`src/rtl/fir_xifu_mem_resp_if.sv`:
```
// Memory request/result channel between the FIR coprocessor and its core-side responder,
// plus the OBI data port the responder drives.
interface fir_xifu_mem_resp_if #(
    parameter int unsigned ID_WIDTH = 4
);
    logic                mem_valid_i;
    logic                mem_ready_o;
    logic [ID_WIDTH-1:0] mem_id_i;
    logic [31:0]         mem_addr_i;
    logic                mem_we_i;
    logic [2:0]          mem_size_i;
    logic [3:0]          mem_be_i;
    logic [31:0]         mem_wdata_i;
    logic                mem_last_i;
    logic                mem_resp_exc_o;
    logic [5:0]          mem_resp_exccode_o;

    logic                obi_req_o;
    logic                obi_gnt_i;
    logic [31:0]         obi_addr_o;
    logic                obi_we_o;
    logic [3:0]          obi_be_o;
    logic [31:0]         obi_wdata_o;
    logic                obi_rvalid_i;
    logic [31:0]         obi_rdata_i;
    logic                obi_err_i;

    logic                mem_result_valid_o;
    logic [ID_WIDTH-1:0] mem_result_id_o;
    logic [31:0]         mem_result_rdata_o;
    logic                mem_result_err_o;
    logic                busy_o;
    logic                protocol_err_o;

    modport slave (
        input  mem_valid_i, mem_id_i, mem_addr_i, mem_we_i, mem_size_i, mem_be_i,
               mem_wdata_i, mem_last_i, obi_gnt_i, obi_rvalid_i, obi_rdata_i, obi_err_i,
        output mem_ready_o, mem_resp_exc_o, mem_resp_exccode_o, obi_req_o, obi_addr_o,
               obi_we_o, obi_be_o, obi_wdata_o, mem_result_valid_o, mem_result_id_o,
               mem_result_rdata_o, mem_result_err_o, busy_o, protocol_err_o
    );

    modport master (
        output mem_valid_i, mem_id_i, mem_addr_i, mem_we_i, mem_size_i, mem_be_i,
               mem_wdata_i, mem_last_i, obi_gnt_i, obi_rvalid_i, obi_rdata_i, obi_err_i,
        input  mem_ready_o, mem_resp_exc_o, mem_resp_exccode_o, obi_req_o, obi_addr_o,
               obi_we_o, obi_be_o, obi_wdata_o, mem_result_valid_o, mem_result_id_o,
               mem_result_rdata_o, mem_result_err_o, busy_o, protocol_err_o
    );
endinterface

```
`src/rtl/fir_xifu_mem_resp.sv`:
```
// Core-side responder for the FIR coprocessor memory channel: legality check, OBI forwarding,
// in-order result return through an outstanding-ID FIFO.
module fir_xifu_mem_resp #(
    parameter int unsigned ID_WIDTH    = 4,
    parameter int unsigned OUTSTANDING = 2
) (
    input logic                clk_i,
    input logic                rst_i,
    fir_xifu_mem_resp_if.slave bus
);
    localparam int unsigned CW = $clog2(OUTSTANDING + 1);
    localparam int unsigned PW = (OUTSTANDING > 1) ? $clog2(OUTSTANDING) : 1;

    logic [ID_WIDTH-1:0] id_mem_q [OUTSTANDING];
    logic                we_mem_q [OUTSTANDING];
    logic [PW-1:0]       wr_ptr_q, wr_ptr_d;
    logic [PW-1:0]       rd_ptr_q, rd_ptr_d;
    logic [CW-1:0]       cnt_q, cnt_d;

    logic                res_valid_q;
    logic [ID_WIDTH-1:0] res_id_q;
    logic [31:0]         res_rdata_q;
    logic                res_err_q;
    logic                busy_q;
    logic                perr_q;

    logic       size_ok, aligned, legal, full, empty, req, push, pop;
    logic [5:0] exccode;

    always_comb begin
        size_ok = 1'b0;
        aligned = 1'b0;
        case (bus.mem_size_i)
            3'b001: begin size_ok = 1'b1; aligned = 1'b1; end
            3'b010: begin size_ok = 1'b1; aligned = ~bus.mem_addr_i[0]; end
            3'b100: begin size_ok = 1'b1; aligned = (bus.mem_addr_i[1:0] == 2'b00); end
            default: ;
        endcase
        legal = size_ok & aligned;
        if (!size_ok) exccode = bus.mem_we_i ? 6'd7 : 6'd5;
        else          exccode = bus.mem_we_i ? 6'd6 : 6'd4;
    end

    // Full is taken from the registered count only; a pop frees its slot one cycle later.
    assign full  = (cnt_q == CW'(OUTSTANDING));
    assign empty = (cnt_q == '0);
    assign req   = bus.mem_valid_i & legal & ~full;
    assign push  = req & bus.obi_gnt_i;
    assign pop   = bus.obi_rvalid_i & ~empty;

    assign bus.obi_req_o          = req;
    assign bus.obi_addr_o         = bus.mem_addr_i;
    assign bus.obi_we_o           = bus.mem_we_i;
    assign bus.obi_be_o           = bus.mem_be_i;
    assign bus.obi_wdata_o        = bus.mem_wdata_i;
    assign bus.mem_ready_o        = legal ? push : bus.mem_valid_i;
    assign bus.mem_resp_exc_o     = bus.mem_valid_i & ~legal;
    assign bus.mem_resp_exccode_o = (bus.mem_valid_i & ~legal) ? exccode : '0;

    always_comb begin
        wr_ptr_d = wr_ptr_q;
        rd_ptr_d = rd_ptr_q;
        cnt_d    = cnt_q;
        if (push) wr_ptr_d = (wr_ptr_q == PW'(OUTSTANDING - 1)) ? '0 : wr_ptr_q + 1'b1;
        if (pop)  rd_ptr_d = (rd_ptr_q == PW'(OUTSTANDING - 1)) ? '0 : rd_ptr_q + 1'b1;
        case ({push, pop})
            2'b10:   cnt_d = cnt_q + 1'b1;
            2'b01:   cnt_d = cnt_q - 1'b1;
            default: ;
        endcase
    end

    always_ff @(posedge clk_i or posedge rst_i) begin
        if (rst_i) begin
            for (int unsigned i = 0; i < OUTSTANDING; i++) begin
                id_mem_q[i] <= '0;
                we_mem_q[i] <= 1'b0;
            end
            wr_ptr_q    <= '0;
            rd_ptr_q    <= '0;
            cnt_q       <= '0;
            res_valid_q <= 1'b0;
            res_id_q    <= '0;
            res_rdata_q <= '0;
            res_err_q   <= 1'b0;
            busy_q      <= 1'b0;
            perr_q      <= 1'b0;
        end else begin
            if (push) begin
                id_mem_q[wr_ptr_q] <= bus.mem_id_i;
                we_mem_q[wr_ptr_q] <= bus.mem_we_i;
            end
            wr_ptr_q    <= wr_ptr_d;
            rd_ptr_q    <= rd_ptr_d;
            cnt_q       <= cnt_d;
            busy_q      <= (cnt_d != '0);
            res_valid_q <= pop;
            if (pop) begin
                res_id_q    <= id_mem_q[rd_ptr_q];
                res_rdata_q <= we_mem_q[rd_ptr_q] ? '0 : bus.obi_rdata_i;
                res_err_q   <= bus.obi_err_i;
            end
            if (bus.obi_rvalid_i && empty) perr_q <= 1'b1;
        end
    end

    assign bus.mem_result_valid_o = res_valid_q;
    assign bus.mem_result_id_o    = res_id_q;
    assign bus.mem_result_rdata_o = res_rdata_q;
    assign bus.mem_result_err_o   = res_err_q;
    assign bus.busy_o             = busy_q;
    assign bus.protocol_err_o     = perr_q;
endmodule

```
`src/flat_wrapper.sv`:
```
// flat-port wrapper written by rule: the top's interface ports become plain ports
module fir_xifu_mem_resp_flat 
#(
    parameter int unsigned ID_WIDTH    = 4,
    parameter int unsigned OUTSTANDING = 2
)
  (clk_i, rst_i, bus_mem_valid_i, bus_mem_id_i, bus_mem_addr_i, bus_mem_we_i, bus_mem_size_i, bus_mem_be_i, bus_mem_wdata_i, bus_mem_last_i, bus_obi_gnt_i, bus_obi_rvalid_i, bus_obi_rdata_i, bus_obi_err_i, bus_mem_ready_o, bus_mem_resp_exc_o, bus_mem_resp_exccode_o, bus_obi_req_o, bus_obi_addr_o, bus_obi_we_o, bus_obi_be_o, bus_obi_wdata_o, bus_mem_result_valid_o, bus_mem_result_id_o, bus_mem_result_rdata_o, bus_mem_result_err_o, bus_busy_o, bus_protocol_err_o);
  fir_xifu_mem_resp_if #(.ID_WIDTH(ID_WIDTH)) bus_i ();
  input logic clk_i;
  input logic rst_i;
  input wire logic [$bits(bus_i.mem_valid_i)-1:0] bus_mem_valid_i;
  input wire logic [$bits(bus_i.mem_id_i)-1:0] bus_mem_id_i;
  input wire logic [$bits(bus_i.mem_addr_i)-1:0] bus_mem_addr_i;
  input wire logic [$bits(bus_i.mem_we_i)-1:0] bus_mem_we_i;
  input wire logic [$bits(bus_i.mem_size_i)-1:0] bus_mem_size_i;
  input wire logic [$bits(bus_i.mem_be_i)-1:0] bus_mem_be_i;
  input wire logic [$bits(bus_i.mem_wdata_i)-1:0] bus_mem_wdata_i;
  input wire logic [$bits(bus_i.mem_last_i)-1:0] bus_mem_last_i;
  input wire logic [$bits(bus_i.obi_gnt_i)-1:0] bus_obi_gnt_i;
  input wire logic [$bits(bus_i.obi_rvalid_i)-1:0] bus_obi_rvalid_i;
  input wire logic [$bits(bus_i.obi_rdata_i)-1:0] bus_obi_rdata_i;
  input wire logic [$bits(bus_i.obi_err_i)-1:0] bus_obi_err_i;
  output wire logic [$bits(bus_i.mem_ready_o)-1:0] bus_mem_ready_o;
  output wire logic [$bits(bus_i.mem_resp_exc_o)-1:0] bus_mem_resp_exc_o;
  output wire logic [$bits(bus_i.mem_resp_exccode_o)-1:0] bus_mem_resp_exccode_o;
  output wire logic [$bits(bus_i.obi_req_o)-1:0] bus_obi_req_o;
  output wire logic [$bits(bus_i.obi_addr_o)-1:0] bus_obi_addr_o;
  output wire logic [$bits(bus_i.obi_we_o)-1:0] bus_obi_we_o;
  output wire logic [$bits(bus_i.obi_be_o)-1:0] bus_obi_be_o;
  output wire logic [$bits(bus_i.obi_wdata_o)-1:0] bus_obi_wdata_o;
  output wire logic [$bits(bus_i.mem_result_valid_o)-1:0] bus_mem_result_valid_o;
  output wire logic [$bits(bus_i.mem_result_id_o)-1:0] bus_mem_result_id_o;
  output wire logic [$bits(bus_i.mem_result_rdata_o)-1:0] bus_mem_result_rdata_o;
  output wire logic [$bits(bus_i.mem_result_err_o)-1:0] bus_mem_result_err_o;
  output wire logic [$bits(bus_i.busy_o)-1:0] bus_busy_o;
  output wire logic [$bits(bus_i.protocol_err_o)-1:0] bus_protocol_err_o;
  assign bus_i.mem_valid_i = bus_mem_valid_i;
  assign bus_i.mem_id_i = bus_mem_id_i;
  assign bus_i.mem_addr_i = bus_mem_addr_i;
  assign bus_i.mem_we_i = bus_mem_we_i;
  assign bus_i.mem_size_i = bus_mem_size_i;
  assign bus_i.mem_be_i = bus_mem_be_i;
  assign bus_i.mem_wdata_i = bus_mem_wdata_i;
  assign bus_i.mem_last_i = bus_mem_last_i;
  assign bus_i.obi_gnt_i = bus_obi_gnt_i;
  assign bus_i.obi_rvalid_i = bus_obi_rvalid_i;
  assign bus_i.obi_rdata_i = bus_obi_rdata_i;
  assign bus_i.obi_err_i = bus_obi_err_i;
  assign bus_mem_ready_o = bus_i.mem_ready_o;
  assign bus_mem_resp_exc_o = bus_i.mem_resp_exc_o;
  assign bus_mem_resp_exccode_o = bus_i.mem_resp_exccode_o;
  assign bus_obi_req_o = bus_i.obi_req_o;
  assign bus_obi_addr_o = bus_i.obi_addr_o;
  assign bus_obi_we_o = bus_i.obi_we_o;
  assign bus_obi_be_o = bus_i.obi_be_o;
  assign bus_obi_wdata_o = bus_i.obi_wdata_o;
  assign bus_mem_result_valid_o = bus_i.mem_result_valid_o;
  assign bus_mem_result_id_o = bus_i.mem_result_id_o;
  assign bus_mem_result_rdata_o = bus_i.mem_result_rdata_o;
  assign bus_mem_result_err_o = bus_i.mem_result_err_o;
  assign bus_busy_o = bus_i.busy_o;
  assign bus_protocol_err_o = bus_i.protocol_err_o;
  fir_xifu_mem_resp #(.ID_WIDTH(ID_WIDTH), .OUTSTANDING(OUTSTANDING)) u_core (.clk_i(clk_i), .rst_i(rst_i), .bus(bus_i));
endmodule
```
`config.mk`:
```
export PLATFORM = sky130hd
export DESIGN_NAME = fir_xifu_mem_resp_flat
export DESIGN_NICKNAME = d
export VERILOG_FILES = /design/src/rtl/fir_xifu_mem_resp_if.sv /design/src/rtl/fir_xifu_mem_resp.sv /design/src/flat_wrapper.sv
export SDC_FILE = /design/constraint.sdc
export NUM_CORES = 1
export LEC_CHECK = 0
export BUFFER_PORTS_ARGS = -buffer_cell sky130_fd_sc_hd__clkbuf_2
export CELL_PAD_IN_SITES_DETAIL_PLACEMENT = 1
export CELL_PAD_IN_SITES_GLOBAL_PLACEMENT = 1
export CORE_MARGIN = 2
export CORE_UTILIZATION = 30
export CTS_BUF_LIST = sky130_fd_sc_hd__clkbuf_2 sky130_fd_sc_hd__clkbuf_4 sky130_fd_sc_hd__clkbuf_8
export DETAILED_ROUTE_END_ITERATION = 12
export PLACE_DENSITY = 0.94
export SYNTH_ARGS = -nofsm -noshare
export SYNTH_HDL_FRONTEND = slang
export SYNTH_SLANG_ARGS = --single-unit
```
`constraint.sdc`:
```
create_clock -name clk_i -period 4.39 [get_ports clk_i]
set_clock_uncertainty 0.05 [all_clocks]
set_input_delay 0.439 -clock clk_i [delete_from_list [all_inputs] [get_ports clk_i]]
set_output_delay 0.439 -clock clk_i [all_outputs]
set_load 0.1 [all_outputs]
```
==> results of run 1 <==
[kinds of logic (layout without fill, tap and decap cells)]
logic type | after synthesis | count (layout) | synth area share
xor+xnor | 6 | 6 | 0.0195
simple gates | 21 | 21 | 0.0437
mux | 15 | 15 | 0.0678
compound gates | 45 | 45 | 0.141
flops | 54 | 54 | 0.502
other cells | 1 | 3 | 0.00139
buf+inv | 84 | 107 | 0.220
fa+ha+maj | 1 | 1 | 0.00464
[power by group]
part / internal (mW) / switching [mW]
Combinational: 0.347 / 1.48
Sequential: 0.715 / 0.151
Clock: 0.123 / 0.155
[through the flow]
stage	util	power (mW)	setup slack [ns]	hold WS, ns
final	0.327	2.97	1.82	0.298
after global routing	0.327	3.11	1.51	0.285
after CTS	0.327	3.01	1.73	0.285
after detailed placement	0.317	2.72	1.74	0.417
after global placement	0.317	2.67	1.86	0.389
after floorplan	-	2.67	1.21	0.423
[Yosys cell counts]
cell type and number:
or2_2 2, or4b_4 1, nand3_1 1, xor2_1 3
xnor2_1 3, clkbuf_1 5, a21o_1 1, mux2i_1 4
nand2_1 6, buf_2 3, a21oi_1 1, a22o_1 32
buf_4 73, conb_1 1, inv_1 3, dfrtp_1 54
o21ai_0 6, a211o_4 1, o21bai_1 1, nor2b_1 2
nor2_1 3, nor4b_1 1, ha_1 1, mux2_4 5
a211oi_4 1, o21ai_1 1, and2_1 3, and3_1 1
mux2_2 6, a211oi_1 1, nand2b_1 1
[per-layer routing]
layer,track usage,vias to the layer above,part of all wire
met5,0,-,0
met4,0.0411,0,0.017
met3,0.0418,18,0.095
met2,0.195,107,0.50
met1,0.142,812,0.38
li1,-,746,-
[how the worst max path moves through the flow]
stage                                         start  cells after the start                     endpoint  slack, ns
after floorplan                   bus_mem_size_i[2]                      4    bus_mem_resp_exccode_o[1]       1.21
after global placement    u_core.cnt_q[1]$_DFF_PP0_                      7  u_core.bus.busy_o$_DFF_PP0_       1.86
after detailed placement  u_core.cnt_q[1]$_DFF_PP0_                      7  u_core.bus.busy_o$_DFF_PP0_       1.74
after CTS                 u_core.cnt_q[1]$_DFF_PP0_                      7  u_core.bus.busy_o$_DFF_PP0_       1.73
after global routing      u_core.cnt_q[1]$_DFF_PP0_                      6  u_core.bus.busy_o$_DFF_PP0_       1.51
final                     u_core.cnt_q[1]$_DFF_PP0_                      7  u_core.bus.busy_o$_DFF_PP0_       1.82
[state kept, by name (all words and copies together), names as in the netlist]
| register | cells |
|---|---|
| u_core.bus.mem_result_valid_o | 1 |
| u_core.bus.busy_o | 1 |
| u_core.we_mem_q | 2 |
| u_core.cnt_q | 2 |
| u_core.bus.mem_result_id_o | 4 |
| u_core.id_mem_q | 8 |
| u_core.bus.mem_result_rdata_o | 32 |
| u_core.bus.protocol_err_o | 1 |
| u_core.bus.mem_result_err_o | 1 |
| u_core.rd_ptr_q | 1 |
| u_core.wr_ptr_q | 1 |
[area by class of cell]
class                      count  area (um^2)
sequential                    54         1350
clock buffer                   7         83.8
timing repair buffer          97          488
tap                          108          135
inverter                       3         11.3
fill                         982         5870
multi-input combinational     91          781
==> qor.csv, run 1 <==
metric,value,unit
status,"finished, final reports clean",
R2R Path End,u_core.bus.busy_o$_DFF_PP0_,
Yosys Warn Count,0,
initial drt markers,42,
DIE AREA,0.00975,mm^2
Pins Over Slew Limit,0,
drt pass-1 iters,4,
DRC,0,
clk root buf,clkbuf_8,
CP top delay family,compound AO/OA/AOI/OAI gates,
cts hold-fix bufs,0,
R2R depth,7,
die width,98.8,um
CP max FO,44,
Final Setup Violations,0,
Core Region,0.00872,mm^2
FF-to-FF setup slack,1.82,ns
Starting Density,0.309,
synthesis-to-layout area growth,5.81,%
routability-driven placement congestion ratio,0.675,
Port Buffers,96,
CTS resizes,0,
Non-Filler Instances,360,
Hold Path Depth,2,
top-area cell type share of the netlist area,0.502,
Startpoint Class,flip-flop,
power per cell area,1040,mW/mm^2
"top cells by area, synth","dfrtp_1 (50%), buf_4 (20%), a22o_1 (10%), mux2_4 (2.8%), mux2_2 (2.5%)",
min-delay src,bus_obi_rdata_i[5],
deepest clock path buffer count,2,
Synth Register Bits,54,
fin crit share,0.586,
Vias/cell,4.68,
maximum vdd drop,0.329,mV
final instance area,0.00285,mm^2
r2r startpoint,u_core.cnt_q[1]$_DFF_PP0_,
drt wl/cell,15.9,um
Die H,98.8,um
pin count of the biggest net entering global routing,55,
clock slew at reported path FFs,0.10,ns
crit path capture type,flip-flop,
clk_lat worst skew,0.30,ns
Crit-path slowest cell,o21ai_4,
"Seq/Total Area, Yosys",0.502,
Mean Syn Cell Area,11.9,um^2
Crit path arrival time,2.71,ns
via count,1683,
Cells after Synth,227,
Fin Setup TNS,0,ns
CTS tree,done,
routed wire length,5710,um
Post-CTS Setup Bufs,0,
cell taking the most area after synthesis,dfrtp_1,
vias in the first global route,1791,
initial antenna violation count,0,
IO Pins,233,
Cell variety after synth,31,
placed inst area,0.00277,mm^2
most frequent cells in the layout,"clkbuf_2 (96), dfrtp_1 (54), a22o_1 (32)",
num rows,34,
ANT cells,0,
crit path cell chain,"o21ai_4, inv_1, ha_1, xnor2_1, nor2_1, xor2_1, or2_2",
"most common cell after layout, fill and taps aside",clkbuf_2,
RSZ-0062 raised after global routing,false,
Post-DRT Antenna Nets,0,
Inserted Clock Buffers,5,
Clock Sinks,54,
GRT Residual Overflow,0,
Hold Path Sink,u_core.bus.mem_result_rdata_o[5]$_DFFE_PP0P_,
htree depth,2,
Slew headroom,0.223,
final-stage net count,368,
Hold WC Path Type,in -> reg,
WP buf/inv,1,
Peak Freq,389,MHz
mapped cell area,0.00269,mm^2
Max-Cap Viols,0,
leakage,1.47,nW
dpl hpwl,4260,um
All-Layer GR Usage,0.118,
crit-path max cell delay,0.91,ns
critical setup path kind,reg -> reg,
Worst-Margin Slew,1.17,ns
placed cell count,353,
fraction of layout cells with a size suffix above 1,0.488,
post-layout min period,2.57,ns
first-pass GRT wire length,9220,um
worst path required time,4.53,ns
Final Hold Viols,0,
(Power assumes the default switching activity.)
==> run 2, diff against run 1 <==
Settings changed: CORE_UTILIZATION 30 to 27, PLACE_DENSITY 0.94 to 0.86.
Clock period 4.39 ns to 2.45 ns, I/O delays scaled along.
==> run 2 against run 1 <==
Effect of this change:
- critical endpoint is now bus_mem_ready_o
- cell count grew 8.6%
- clock-buffer cell count is 1 lower
- via count up 3.5%
- global-route usage decreased by 0.38 points
- register-to-register slack lost 1.4 ns
- clock power grew to 2.6 times the previous value
- routed wire length up 8.0%
- core utilization shrank 2.0 points
- worst setup slack got worse by 1.6 ns
- hold slack lost 0.19 ns
- non-clock buffer count rose by 5
==> qor.csv, run 2 (synthesis gave the netlist of run 1 again) <==
metric,value,unit,change
drt wl/cell,15.8,um,was 15.9 um
clock slew at reported path FFs,0.10,ns,about the same
"most common cell after layout, fill and taps aside",clkbuf_2,,unchanged
Final Total Pwr,5.58,mW,was 2.97 mW
routability-driven placement congestion ratio,0.761,,was 0.675
clk_lat worst skew,0.31,ns,was 0.30 ns
vias in the first global route,1853,,"was 1,791"
crit-path max cell delay,0.46,ns,was 0.91 ns
clk root buf,clkbuf_8,,unchanged
Max-Cap Viols,0,,unchanged
Clock Sinks,54,,unchanged
Fin Setup TNS,0,ns,unchanged
CP max FO,4,,was 44
placed inst area,0.00284,mm^2,was 0.00277 mm^2
crit path capture type,primary output,,was flip-flop
All-Layer GR Usage,0.114,,was 0.118
fin worst setup slack,0.242,ns,was 1.82 ns
worst path required time,2.15,ns,was 4.53 ns
leakage,1.52,nW,was 1.47 nW
post-layout min period,2.21,ns,
Startpoint Class,flip-flop,,unchanged
pin count of the biggest net entering global routing,44,,was 55
Crit path arrival time,1.91,ns,was 2.71 ns
DRC,0,,unchanged
IO Pins,233,,unchanged
fin crit share,0.901,,
Core Region,0.00973,mm^2,was 0.00872 mm^2
Vias/cell,4.46,,was 4.68
Hold WC Path Type,in -> reg,,unchanged
num rows,36,,was 34
htree depth,2,,unchanged
Place WS,0.0919,ns,was 1.74 ns
Final Setup Violations,0,,unchanged
Post-CTS Setup Bufs,0,,unchanged
most frequent cells in the layout,"clkbuf_2 (95), dfrtp_1 (54), a22o_1 (32)",,"was clkbuf_2 (96), dfrtp_1 (54), a22o_1 (32)"
crit path cell chain,"nand2b_1, nand3_1, a21oi_1, or2_2, clkbuf_2",,"was o21ai_4, inv_1, ha_1, xnor2_1, nor2_1, xor2_1, or2_2"
Port Buffers,96,,unchanged
DIE AREA,0.0108,mm^2,was 0.00975 mm^2
first-pass GRT wire length,9910,um,was 9220 um
fraction of layout cells with a size suffix above 1,0.508,,was 0.488
via count,1742,,"was 1,683"
Pins Over Slew Limit,0,,unchanged
CTS tree,done,,unchanged
RSZ-0062 raised after global routing,false,,unchanged
max reg flops,32,,unchanged
drt pass-1 iters,4,,unchanged
Final Hold Viols,0,,unchanged
Starting Density,0.277,,was 0.309
ANT cells,0,,unchanged
Worst-Margin Slew,0.562,ns,was 1.17 ns
deepest clock path buffer count,2,,unchanged
final instance area,0.00299,mm^2,was 0.00285 mm^2
die width,104,um,was 98.8 um
Post-DRT Antenna Nets,0,,unchanged
Crit-path slowest cell,dfrtp_1,,was o21ai_4
initial antenna violation count,0,,unchanged
Die H,104,um,was 98.8 um
Inserted Clock Buffers,5,,unchanged
power per cell area,1870,mW/mm^2,was 1040 mW/mm^2
initial drt markers,70,,was 42
Slew headroom,0.627,,was 0.223
critical setup path kind,reg -> out,,was reg -> reg
Peak Freq,453,MHz,
synthesis-to-layout area growth,10.9,%,was 5.81%
CTS resizes,0,,unchanged
routed wire length,6160,um,was 5710 um
GRT Residual Overflow,0,,unchanged
final-stage net count,373,,was 368
dpl hpwl,4770,um,was 4260 um
status,"finished, final reports clean",,unchanged
maximum vdd drop,0.667,mV,was 0.329 mV
[run 2: cell count changes in the layout (fill, tap and decap cells not counted), sizes merged]
cell         change
clkbuf           -2
buf              +5
dlygate4sd3      +1
bufinv           +2
[run 2: layout make-up]
class | instances | area (um^2)
Sequential cell | 54 | 1350
Clock buffer | 6 | 82.6
Timing Repair Buffer | 102 | 531
Fill cell | 1130 | 6740
Multi-Input combinational cell | 91 | 786
Inverter | 3 | 11.3
Clock inverter | 2 | 60.1
Tap cell | 133 | 166
[run 2: what timing repair did]
item / in CTS / in global routing
endpoints found under the setup margin: 0 / 0
hold buffers: 1 / 0
hold endpoints to repair: 21 / 0
[run 2: worst paths after layout]
| check | slack (ns) | cells after the start | endpoint | from |
|---|---|---|---|---|
| setup reg to reg | 0.38 | 8 | u_core.bus.busy_o$_DFF_PP0_ | u_core.cnt_q[1]$_DFF_PP0_ |
| max in group asynchronous | 1.12 | 4 | u_core.bus.mem_result_rdata_o[14]$_DFFE_PP0P_ | rst_i |
| hold reg to reg | 0.44 | 1 | u_core.bus.protocol_err_o$_DFFE_PP0P_ | u_core.bus.protocol_err_o$_DFFE_PP0P_ |
| hold / removal | 0.11 | 2 | u_core.bus.mem_result_rdata_o[8]$_DFFE_PP0P_ | bus_obi_rdata_i[8] |
| min in group asynchronous | 0.44 | 3 | u_core.bus.mem_result_valid_o$_DFF_PP0_ | rst_i |
| setup / recovery | 0.24 | 5 | bus_mem_ready_o | u_core.cnt_q[1]$_DFF_PP0_ |
[run 2: report_power, final]
group	internal, mW	switching, mW	leakage [nW]
Combinational	0.643	2.68	0.774
Clock	0.436	0.286	0.0714
Sequential	1.28	0.261	0.673
[run 2: metrics by stage]
stage | util | hold WS, ns | std cells
floorplan | - | 0.312 | 229
global placement | 0.291 | 0.218 | 382
detailed placement | 0.291 | 0.225 | 382
CTS | 0.307 | 0.0984 | 391
global route | 0.307 | 0.0977 | 391
finish | 0.307 | 0.112 | 391
[run 2: per-layer routing]
layer / wire length (um) / vias up / track usage
li1: - / 758 / -
met4: 178 / 0 / 0.0444
met1: 2410 / 847 / 0.135
met2: 3020 / 109 / 0.187
met5: 0 / - / 0
met3: 553 / 28 / 0.0439
[run 2: worst max-delay path: cells and delay by family, from the launching register on]
kind / cells / cell delay (ns)
AND/OR/NAND/NOR: 3 / 0.45
flip-flops: 1 / 0.46
buffers and inverters: 1 / 0.45
AO/OA/AOI/OAI: 1 / 0.25
